<file path="src/rtl/aes_enc_hpc_stream_ctrl.sv">
`default_nettype none
// ============================================================================
// Module      : aes_enc_hpc_stream_ctrl
// Description : Stream-control shell around a masked 32-bit HPC AES core and
//               its PRNG. Sequences seeding, key reuse, forced reseeding and a
//               one-entry registered ciphertext stage. No datapath logic; share
//               buses are only routed and held.
// Revision    : 1.0 - initial release
// ============================================================================
module aes_enc_hpc_stream_ctrl #(
  parameter int D            = 2,
  parameter int KEY_BITS     = 128,
  parameter int SEED_W       = 80,
  parameter int RESEED_LIMIT = 1024,
  parameter int CNT_W        = 16
) (
  input  logic                    clk,
  input  logic                    rst,
  // plaintext / key stream
  input  logic                    in_valid_i,
  output logic                    in_ready_o,
  input  logic                    in_key_update_i,
  input  logic [128*D-1:0]        in_shares_plaintext_i,
  input  logic [KEY_BITS*D-1:0]   in_shares_key_i,
  // seed stream
  input  logic                    in_seed_valid_i,
  output logic                    in_seed_ready_o,
  input  logic [SEED_W-1:0]       in_seed_i,
  // ciphertext stream
  output logic                    out_valid_o,
  input  logic                    out_ready_i,
  output logic [128*D-1:0]        out_shares_ciphertext_o,
  // AES core side
  output logic                    core_valid_in_o,
  input  logic                    core_in_ready_i,
  input  logic                    core_busy_i,
  output logic [128*D-1:0]        core_sh_plaintext_o,
  output logic [KEY_BITS*D-1:0]   core_sh_key_o,
  input  logic                    core_cipher_valid_i,
  output logic                    core_out_ready_o,
  input  logic [128*D-1:0]        core_sh_ciphertext_i,
  // PRNG side
  output logic                    prng_start_reseed_o,
  output logic [SEED_W-1:0]       prng_seed_o,
  input  logic                    prng_out_valid_i,
  input  logic                    prng_busy_i,
  // status
  output logic [CNT_W-1:0]        enc_count_o,
  output logic                    reseed_required_o
);

  // With forced reseed disabled the counter just saturates at full scale.
  localparam logic [CNT_W-1:0] c_LIMIT    = CNT_W'(RESEED_LIMIT);
  localparam logic             c_LIMIT_EN = (RESEED_LIMIT != 0);
  localparam logic [CNT_W-1:0] c_SAT      = c_LIMIT_EN ? c_LIMIT : {CNT_W{1'b1}};

  typedef enum logic [1:0] {
    ST_UNSEEDED  = 2'd0,
    ST_RESEEDING = 2'd1,
    ST_READY     = 2'd2
  } state_t;

  state_t                  state_q;
  logic                    prev_busy_q;
  logic                    key_loaded_q;
  logic [KEY_BITS*D-1:0]   key_q;
  logic [CNT_W-1:0]        enc_count_q;
  logic [CNT_W-1:0]        enc_count_d;
  logic                    out_valid_q;
  logic [128*D-1:0]        out_data_q;

  logic                    w_busy_rise;
  logic                    w_busy_fall;
  logic                    w_reseed_req;
  logic                    w_gate;
  logic                    w_accept;
  logic                    w_capture;

  assign w_busy_rise  = ~prev_busy_q & prng_busy_i;
  assign w_busy_fall  = prev_busy_q & ~prng_busy_i;
  assign w_reseed_req = c_LIMIT_EN & (enc_count_q == c_LIMIT);

  // Shared qualifier of in_ready and core_valid_in: seeded, PRNG has fresh
  // randomness, no forced reseed pending and a key is available.
  assign w_gate = prng_out_valid_i & (state_q == ST_READY) & ~w_reseed_req &
                  (key_loaded_q | in_key_update_i);

  assign in_ready_o      = core_in_ready_i & w_gate;
  assign core_valid_in_o = in_valid_i & w_gate;
  assign w_accept        = in_valid_i & in_ready_o;

  // A waiting plaintext wins over a voluntary reseed; a forced one does not.
  assign prng_start_reseed_o = in_seed_valid_i & (state_q != ST_RESEEDING) & ~core_busy_i &
                               (w_reseed_req | (state_q == ST_UNSEEDED) | ~in_valid_i);
  assign prng_seed_o         = in_seed_i;
  assign in_seed_ready_o     = w_busy_rise;

  assign core_sh_plaintext_o = in_shares_plaintext_i;
  assign core_sh_key_o       = in_key_update_i ? in_shares_key_i : key_q;

  assign core_out_ready_o        = ~out_valid_q | out_ready_i;
  assign w_capture               = core_cipher_valid_i & core_out_ready_o;
  assign out_valid_o             = out_valid_q;
  assign out_shares_ciphertext_o = out_data_q;

  assign enc_count_o       = enc_count_q;
  assign reseed_required_o = w_reseed_req;

  // Encryption counter: cleared when the PRNG takes the seed, else saturating.
  always_comb begin
    enc_count_d = enc_count_q;
    if (w_busy_rise) begin
      enc_count_d = '0;
    end else if (w_accept && (enc_count_q != c_SAT)) begin
      enc_count_d = enc_count_q + 1'b1;
    end
  end

  // Seeding state machine and PRNG busy edge tracker.
  always_ff @(posedge clk or posedge rst) begin
    if (rst) begin
      state_q     <= ST_UNSEEDED;
      prev_busy_q <= 1'b0;
    end else begin
      prev_busy_q <= prng_busy_i;
      case (state_q)
        ST_UNSEEDED:  if (prng_start_reseed_o) state_q <= ST_RESEEDING;
        ST_RESEEDING: if (w_busy_fall)         state_q <= ST_READY;
        ST_READY:     if (prng_start_reseed_o) state_q <= ST_RESEEDING;
        default:                               state_q <= ST_UNSEEDED;
      endcase
    end
  end

  // Key store and encryption counter.
  always_ff @(posedge clk or posedge rst) begin
    if (rst) begin
      key_loaded_q <= 1'b0;
      key_q        <= '0;
      enc_count_q  <= '0;
    end else begin
      enc_count_q <= enc_count_d;
      if (w_accept && in_key_update_i) begin
        key_q        <= in_shares_key_i;
        key_loaded_q <= 1'b1;
      end
    end
  end

  // One-entry ciphertext register; data holds while the entry is empty.
  always_ff @(posedge clk or posedge rst) begin
    if (rst) begin
      out_valid_q <= 1'b0;
      out_data_q  <= '0;
    end else if (w_capture) begin
      out_valid_q <= 1'b1;
      out_data_q  <= core_sh_ciphertext_i;
    end else if (out_ready_i) begin
      out_valid_q <= 1'b0;
    end
  end

endmodule
`default_nettype wire

</file>
<file path="config.mk">
export PLATFORM = sky130hd
export DESIGN_NAME = aes_enc_hpc_stream_ctrl
export DESIGN_NICKNAME = d
export VERILOG_FILES = /design/src/rtl/aes_enc_hpc_stream_ctrl.sv
export SDC_FILE = /design/constraint.sdc
export NUM_CORES = 1
export LEC_CHECK = 0
export CAP_MARGIN = 20
export CORE_AREA = 2 2 683 685
export DETAILED_ROUTE_END_ITERATION = 6
export DIE_AREA = 0 0 685 687
export DONT_BUFFER_PORTS = 1
export GPL_TIMING_DRIVEN = 1
export HOLD_SLACK_MARGIN = 0.03
export SETUP_SLACK_MARGIN = 0.5
export SYNTH_ARGS = -nofsm -noshare
export SYNTH_HDL_FRONTEND = slang
export SYNTH_SLANG_ARGS = --single-unit
</file>
<file path="constraint.sdc">
create_clock -name clk -period 49.8 [get_ports clk]
set_input_delay 14.94 -clock clk [delete_from_list [all_inputs] [get_ports clk]]
set_output_delay 14.94 -clock clk [all_outputs]
set_load 0.02 [all_outputs]
</file>
==> reports/qor.txt, run 1 <==
proportion of power drawn by the clock network: 38.6%
hold_buf cts: 0
Yosys cell types: 48
failing checks: DRC
1st-pass router iterations: 7
fmax: 0.0322 GHz
synth-to-layout area growth: 29.5%
final std cells w/o fill: 7860
Hold Slack: 0.484 ns
DRC violations left: 2
switching share of power: 35.4%
CP Max Fanout: 263
Setup violations, final: 0
largest cells by area after synthesis: dfrtp_1, mux2_2, mux2_1, buf_4, buf_8
via count: 16500
detailed-route wire length per cell: 35.1 µm
CP max stage delay: 0.34 ns
Final Hold Vio Count: 0
switching power: 521 µW
Tmin final: 31.09 ns
total wire length: 276 mm
post-CTS sizing: 0
Lkg Pwr: 0.0123 µW
syn nets: 2695
Die Ht: 687 µm
Post CTS Setup Buffer Count: 0
CP startpoint kind: input pin
average cell area after synthesis: 14.1 µm²
CTS sink count: 533
Final Max Tran Viols: 0
RePlAce Congestion: 0.937
initial antenna violation count: 326
CTS Buffer Depth: 4
clock skew: 0.101 ns
total track usage: 11.2%
final core utilization: 7.24%
largest net degree at the start of global routing: 261
initial drt markers: 1306
YS warnings: 0
TritonCTS Buffers: 77
Core Region: 463000 µm²
DIE AREA: 471000 µm²
first-pass GRT wire length: 312 mm
ANT nets after route: 0
period utilization: 62.4%
clk slew on worst S/H paths: 0.05 ns
Fill cells: 53600
CP Class: input pin to output pin
multi-input gate area in the final layout: 9370 µm²
met3 WL post-DR: 66.9 mm
critical-path cell list: o211ai_1 > nor2_1 > and3_1
status: finished with violations
routed vias/inst: 2.10
post-synthesis async set-or-reset flop share: 100%
worst slew pin tran: 1.12 ns
final net count: 2369
Worst Path Arrival: 16.15 ns
Logic pwr share: 14.7%
internal power: 950 µW
Crit-path slowest cell: and3_1
Chip Width: 685 µm
io pins: 1730
M1 wire length: 73.2 mm
layout cells sized above 1: 44.4%
Synth Register Bits: 533
Synth area leader: dfrtp_1
PwrDens: 43.9 nW/µm²
htree depth: 3
top-count cell post-synth: mux2_2
Synth Cell Area: 25900 µm²
hpwl dp: 247 mm
Min-Delay Path Class: register to register
Synth top area share: 51.6%
total grt overflow: 0
highest routed layer: met5
met2 wire len: 121 mm
RSZ-0062 raised after global routing: false
Post-synth EDFFs: 0
CTS tree: built
vias in the first global route: 15500
buffers plus inverters on the worst setup path: 0
dominant synthesized flop cell: dfrtp_1
sequential-to-total area share from yosys stat: 51.6%
Required @ worst endpoint: 34.86 ns
CP Capture Type: output pin
peak supply drop: 0.0242 mV
Clock Latency Late Sink: 0.84 ns
Placed Cells: 7601
maxcap violations: 0
root buffer cell: clkbuf_16
combined flip-flop and latch cell area: 13300 µm²
row count: 250
cells after synthesis: 1834
synth cell count leaders: mux2_2, dfrtp_1, buf_4
critical path's top delay family: simple AND/OR/NAND/NOR gates
Buffers on Ports: 0
initial core utilization: 5.59%
Slew HR: 25.5%
sequential power share: 46.6%
setup TNS: 0 ns
## worst paths after layout
kind                                            startpoint                endpoint  slack (ns)  cells after the start
worst max register to register  enc_count_o[0]$_DFFE_PP0P_  key_q[137]$_DFFE_PP0P_       45.47                      8
min in group asynchronous                              rst  state_q[1]$_DFFE_PP0P_       14.10                      1
worst min-delay path                key_q[199]$_DFFE_PP0P_  key_q[199]$_DFFE_PP0P_        0.48                      1
worst min register to register      key_q[199]$_DFFE_PP0P_  key_q[199]$_DFFE_PP0P_        0.48                      1
max in group asynchronous                              rst   key_q[69]$_DFFE_PP0P_       31.34                      6
worst max-delay path                       in_key_update_i              in_ready_o       18.71                      3
## cells by family (layout without fill, tap and decap cells)
group	after synthesis	in the layout	share of synthesized area [%]
AO/OA/AOI/OAI	34	34	0.866
XOR/XNOR	2	2	0.0678
AND/OR/NAND/NOR	64	64	1.67
other	0	126	0
flip-flops	533	533	51.6
buffers and inverters	430	156	12.2
adder cells (fa/ha/maj)	2	2	0.0968
multiplexers	769	769	33.5
## per-stage QoR
| step | cell area, µm² | power, µW | setup slack, ns |
|---|---|---|---|
| 4_1_cts | 33100 | 1500 | 18.74 |
| 3_3_place_gp | 30600 | 906 | 18.75 |
| 6_report | 33500 | 1470 | 18.71 |
| 3_5_place_dp | 30600 | 913 | 18.74 |
| 2_1_floorplan | 25900 | 835 | 18.65 |
| 5_1_grt | 33400 | 1540 | 18.86 |
## registers in the layout (all words and copies together) (netlist names)
signal	count
state_q	2
key_loaded_q	1
out_valid_o	1
enc_count_o	16
out_shares_ciphertext_o	256
prev_busy_q	1
key_q	256
## final cells by class
class | count | area share, %
Antenna cell | 126 | 0.941
Clock buffer | 99 | 6.42
Clock inverter | 32 | 1.08
Inverter | 6 | 0.0896
Multi-Input combinational cell | 871 | 28.0
Sequential cell | 533 | 39.8
Tap cell | 6174 | 23.1
Timing Repair Buffer | 19 | 0.620
## placed cells by master (no fill, tap or decap), types with 3 or more instances in the layout
cell type	instances
nand2b_1	6
diode_2	126
nor2_1	8
and4_1	3
a41o_1	3
o21a_1	3
clkinvlp_4	5
nor4_1	3
nand3_1	7
bufinv_16	5
a21oi_1	9
buf_4	15
clkbuf_16	77
clkinv_4	4
inv_1	5
o21ai_0	4
o31ai_1	4
dfrtp_1	533
mux2_2	539
mux2_1	229
nand2_1	13
or4_1	3
clkinv_2	12
and3_1	3
clkbuf_8	14
a31oi_1	3
inv_6	3
clkbuf_1	8
## layer usage
layer | GRT usage [%] | vias up
li1 | - | 5624
met1 | 8.64 | 7827
met2 | 17.4 | 2133
met3 | 13.0 | 790
met4 | 4.21 | 166
met5 | 1.00 | -
## power groups by stage
| stage | registers [µW] | clock network [µW] | logic (µW) |
|---|---|---|---|
| floorplan | 606 | 0 | 230 |
| global placement | 693 | 0 | 213 |
| detailed placement | 695 | 0 | 217 |
| CTS | 689 | 596 | 219 |
| global route | 698 | 609 | 231 |
| finish | 686 | 568 | 217 |
(Power assumes the default switching activity.)
==> run 2: changes to the inputs <==
- clock period: 49.8 -> 28.6 ns (I/O delays scaled with it)
==> reports/qor.txt, run 2 (synthesis gave the netlist of run 1 again) <==
status: finished clean
layout cells sized above 1: 44.4%
DRC violations left: 0
TritonCTS Buffers: 78
Clock Latency Late Sink: 0.83 ns
initial antenna violation count: 323
switching power: 918 µW
initial drt markers: 1255
peak supply drop: 0.0443 mV
final net count: 2372
switching share of power: 35.3%
worst slew pin tran: 1.03 ns
Lkg Pwr: 0.0123 µW
post-CTS sizing: 0
1st-pass router iterations: 5
sequential power share: 46.0%
synth-to-layout area growth: 30.0%
Tmin final: 18.54 ns
largest net degree at the start of global routing: 261
Logic pwr share: 14.5%
Final Max Tran Viols: 0
Placed Cells: 7601
critical-path cell list: o211ai_1 > nor2_1 > and3_1
maxcap violations: 0
first-pass GRT wire length: 313 mm
Post CTS Setup Buffer Count: 0
critical path's top delay family: compound AO/OA/AOI/OAI gates
initial core utilization: 5.59%
detailed-route wire length per cell: 35.1 µm
hpwl dp: 247 mm
buffers plus inverters on the worst setup path: 0
routed vias/inst: 2.10
Setup crit start: in_key_update_i
HP Start: key_q[145]$_DFFE_PP0P_
vias in the first global route: 15700
period utilization: 64.8%
CP max stage delay: 0.49 ns
final std cells w/o fill: 7882
clk slew on worst S/H paths: 0.05 ns
CTS Buffer Depth: 4
CTS tree: built
DIE AREA: 471000 µm²
root buffer cell: clkbuf_16
Final Hold Vio Count: 0
RePlAce Congestion: 0.954
internal power: 1680 µW
setup TNS: 0 ns
proportion of power drawn by the clock network: 39.5%
Worst Path Arrival: 9.96 ns
Chip Width: 685 µm
leading cell type in the layout, fill and taps excluded: mux2_2
most frequent cells in the layout: mux2_2, dfrtp_1, mux2_1, clkbuf_16, buf_4
via count: 16600
CP Capture Type: output pin
Core Region: 463000 µm²
Buffers on Ports: 0
htree depth: 3
io pins: 1730
CP Max Fanout: 260
CP Class: input pin to output pin
PwrDens: 77.4 nW/µm²
clock skew: 0.0845 ns
CP startpoint kind: input pin
Slew HR: 31.2%
total wire length: 276 mm
fmax: 0.0539 GHz
RSZ-0062 raised after global routing: false
row count: 250
total grt overflow: 0
total track usage: 11.3%
ANT nets after route: 0
hold_buf cts: 0
Setup violations, final: 0
origin of the critical flop-to-flop path: out_valid_o$_DFFE_PP0P_
Die Ht: 687 µm
CTS sink count: 533
Crit-path slowest cell: o211ai_1
Min-Delay Path Class: register to register
Required @ worst endpoint: 20.02 ns
run 2: changes by cell type in the layout (fill, tap and decap cells not counted), sizes merged:
cell | before | now
clkinvlp | 5 | 6
clkbuf | 99 | 97
diode | 126 | 144
bufinv | 5 | 9
inv | 10 | 9
buf | 19 | 20
clkinv | 18 | 19
run 2: stage by stage:
step	total power (µW)	area (µm²)	hold WS [ns]	utilization, %	setup WS, ns
final	2600	33600	0.485	7.27	10.06
after CTS	2660	33200	0.488	7.18	10.26
after floorplan	1450	25900	0.460	-	5.12
after global placement	1580	30600	0.469	6.61	10.26
after detailed placement	1590	30600	0.477	6.61	10.26
after global routing	2710	33500	0.496	7.25	10.25
run 2: final timing paths:
kind                                                          endpoint  slack [ns]  depth (start not counted)
max in group asynchronous                        key_q[82]$_DFFE_PP0P_       17.16                          5
worst max-delay path                                   core_valid_in_o       10.06                          3
worst min register to register                  key_q[145]$_DFFE_PP0P_        0.49                          1
worst min-delay path                            key_q[145]$_DFFE_PP0P_        0.49                          1
min in group asynchronous                        prev_busy_q$_DFF_PP0_        7.76                          1
worst max register to register  out_shares_ciphertext_o[9]$_DFFE_PP0P_       24.07                          6
run 2: worst register-to-register path: cells and delay by family, from the launching register on:
kind | cells | cell delay (ns)
buffers and inverters | 3 | 2.07
AND/OR/NAND/NOR | 2 | 1.04
flip-flops | 1 | 0.71
multiplexers | 1 | 0.50
run 2: layout make-up:
type / count / area, µm²
inverters: 6 / 30.0
repair buffers: 21 / 199
multi-input cells: 871 / 9370
well taps: 6174 / 7720
diodes: 144 / 360
clock inverters: 37 / 497
fillers: 53500 / 429000
flip-flops and latches: 533 / 13300
clock buffers: 96 / 2110
run 2: metal layers:
layer  vias to the layer above  global-route usage (%)  routed length [µm]
li1                       5650                       -                   -
met3                       811                    13.3               69700
met4                       180                    4.32               12400
met1                      7778                    8.40               69900
met2                      2166                    17.5              122000
met5                         -                   0.980                2300
run 2: power groups by stage:
stage / clock, µW / sequential [µW] / combinational, µW
floorplan: 0 / 1050 / 400
global placement: 0 / 1210 / 370
detailed placement: 0 / 1210 / 378
CTS: 1070 / 1200 / 381
global route: 1090 / 1220 / 402
finish: 1030 / 1200 / 377
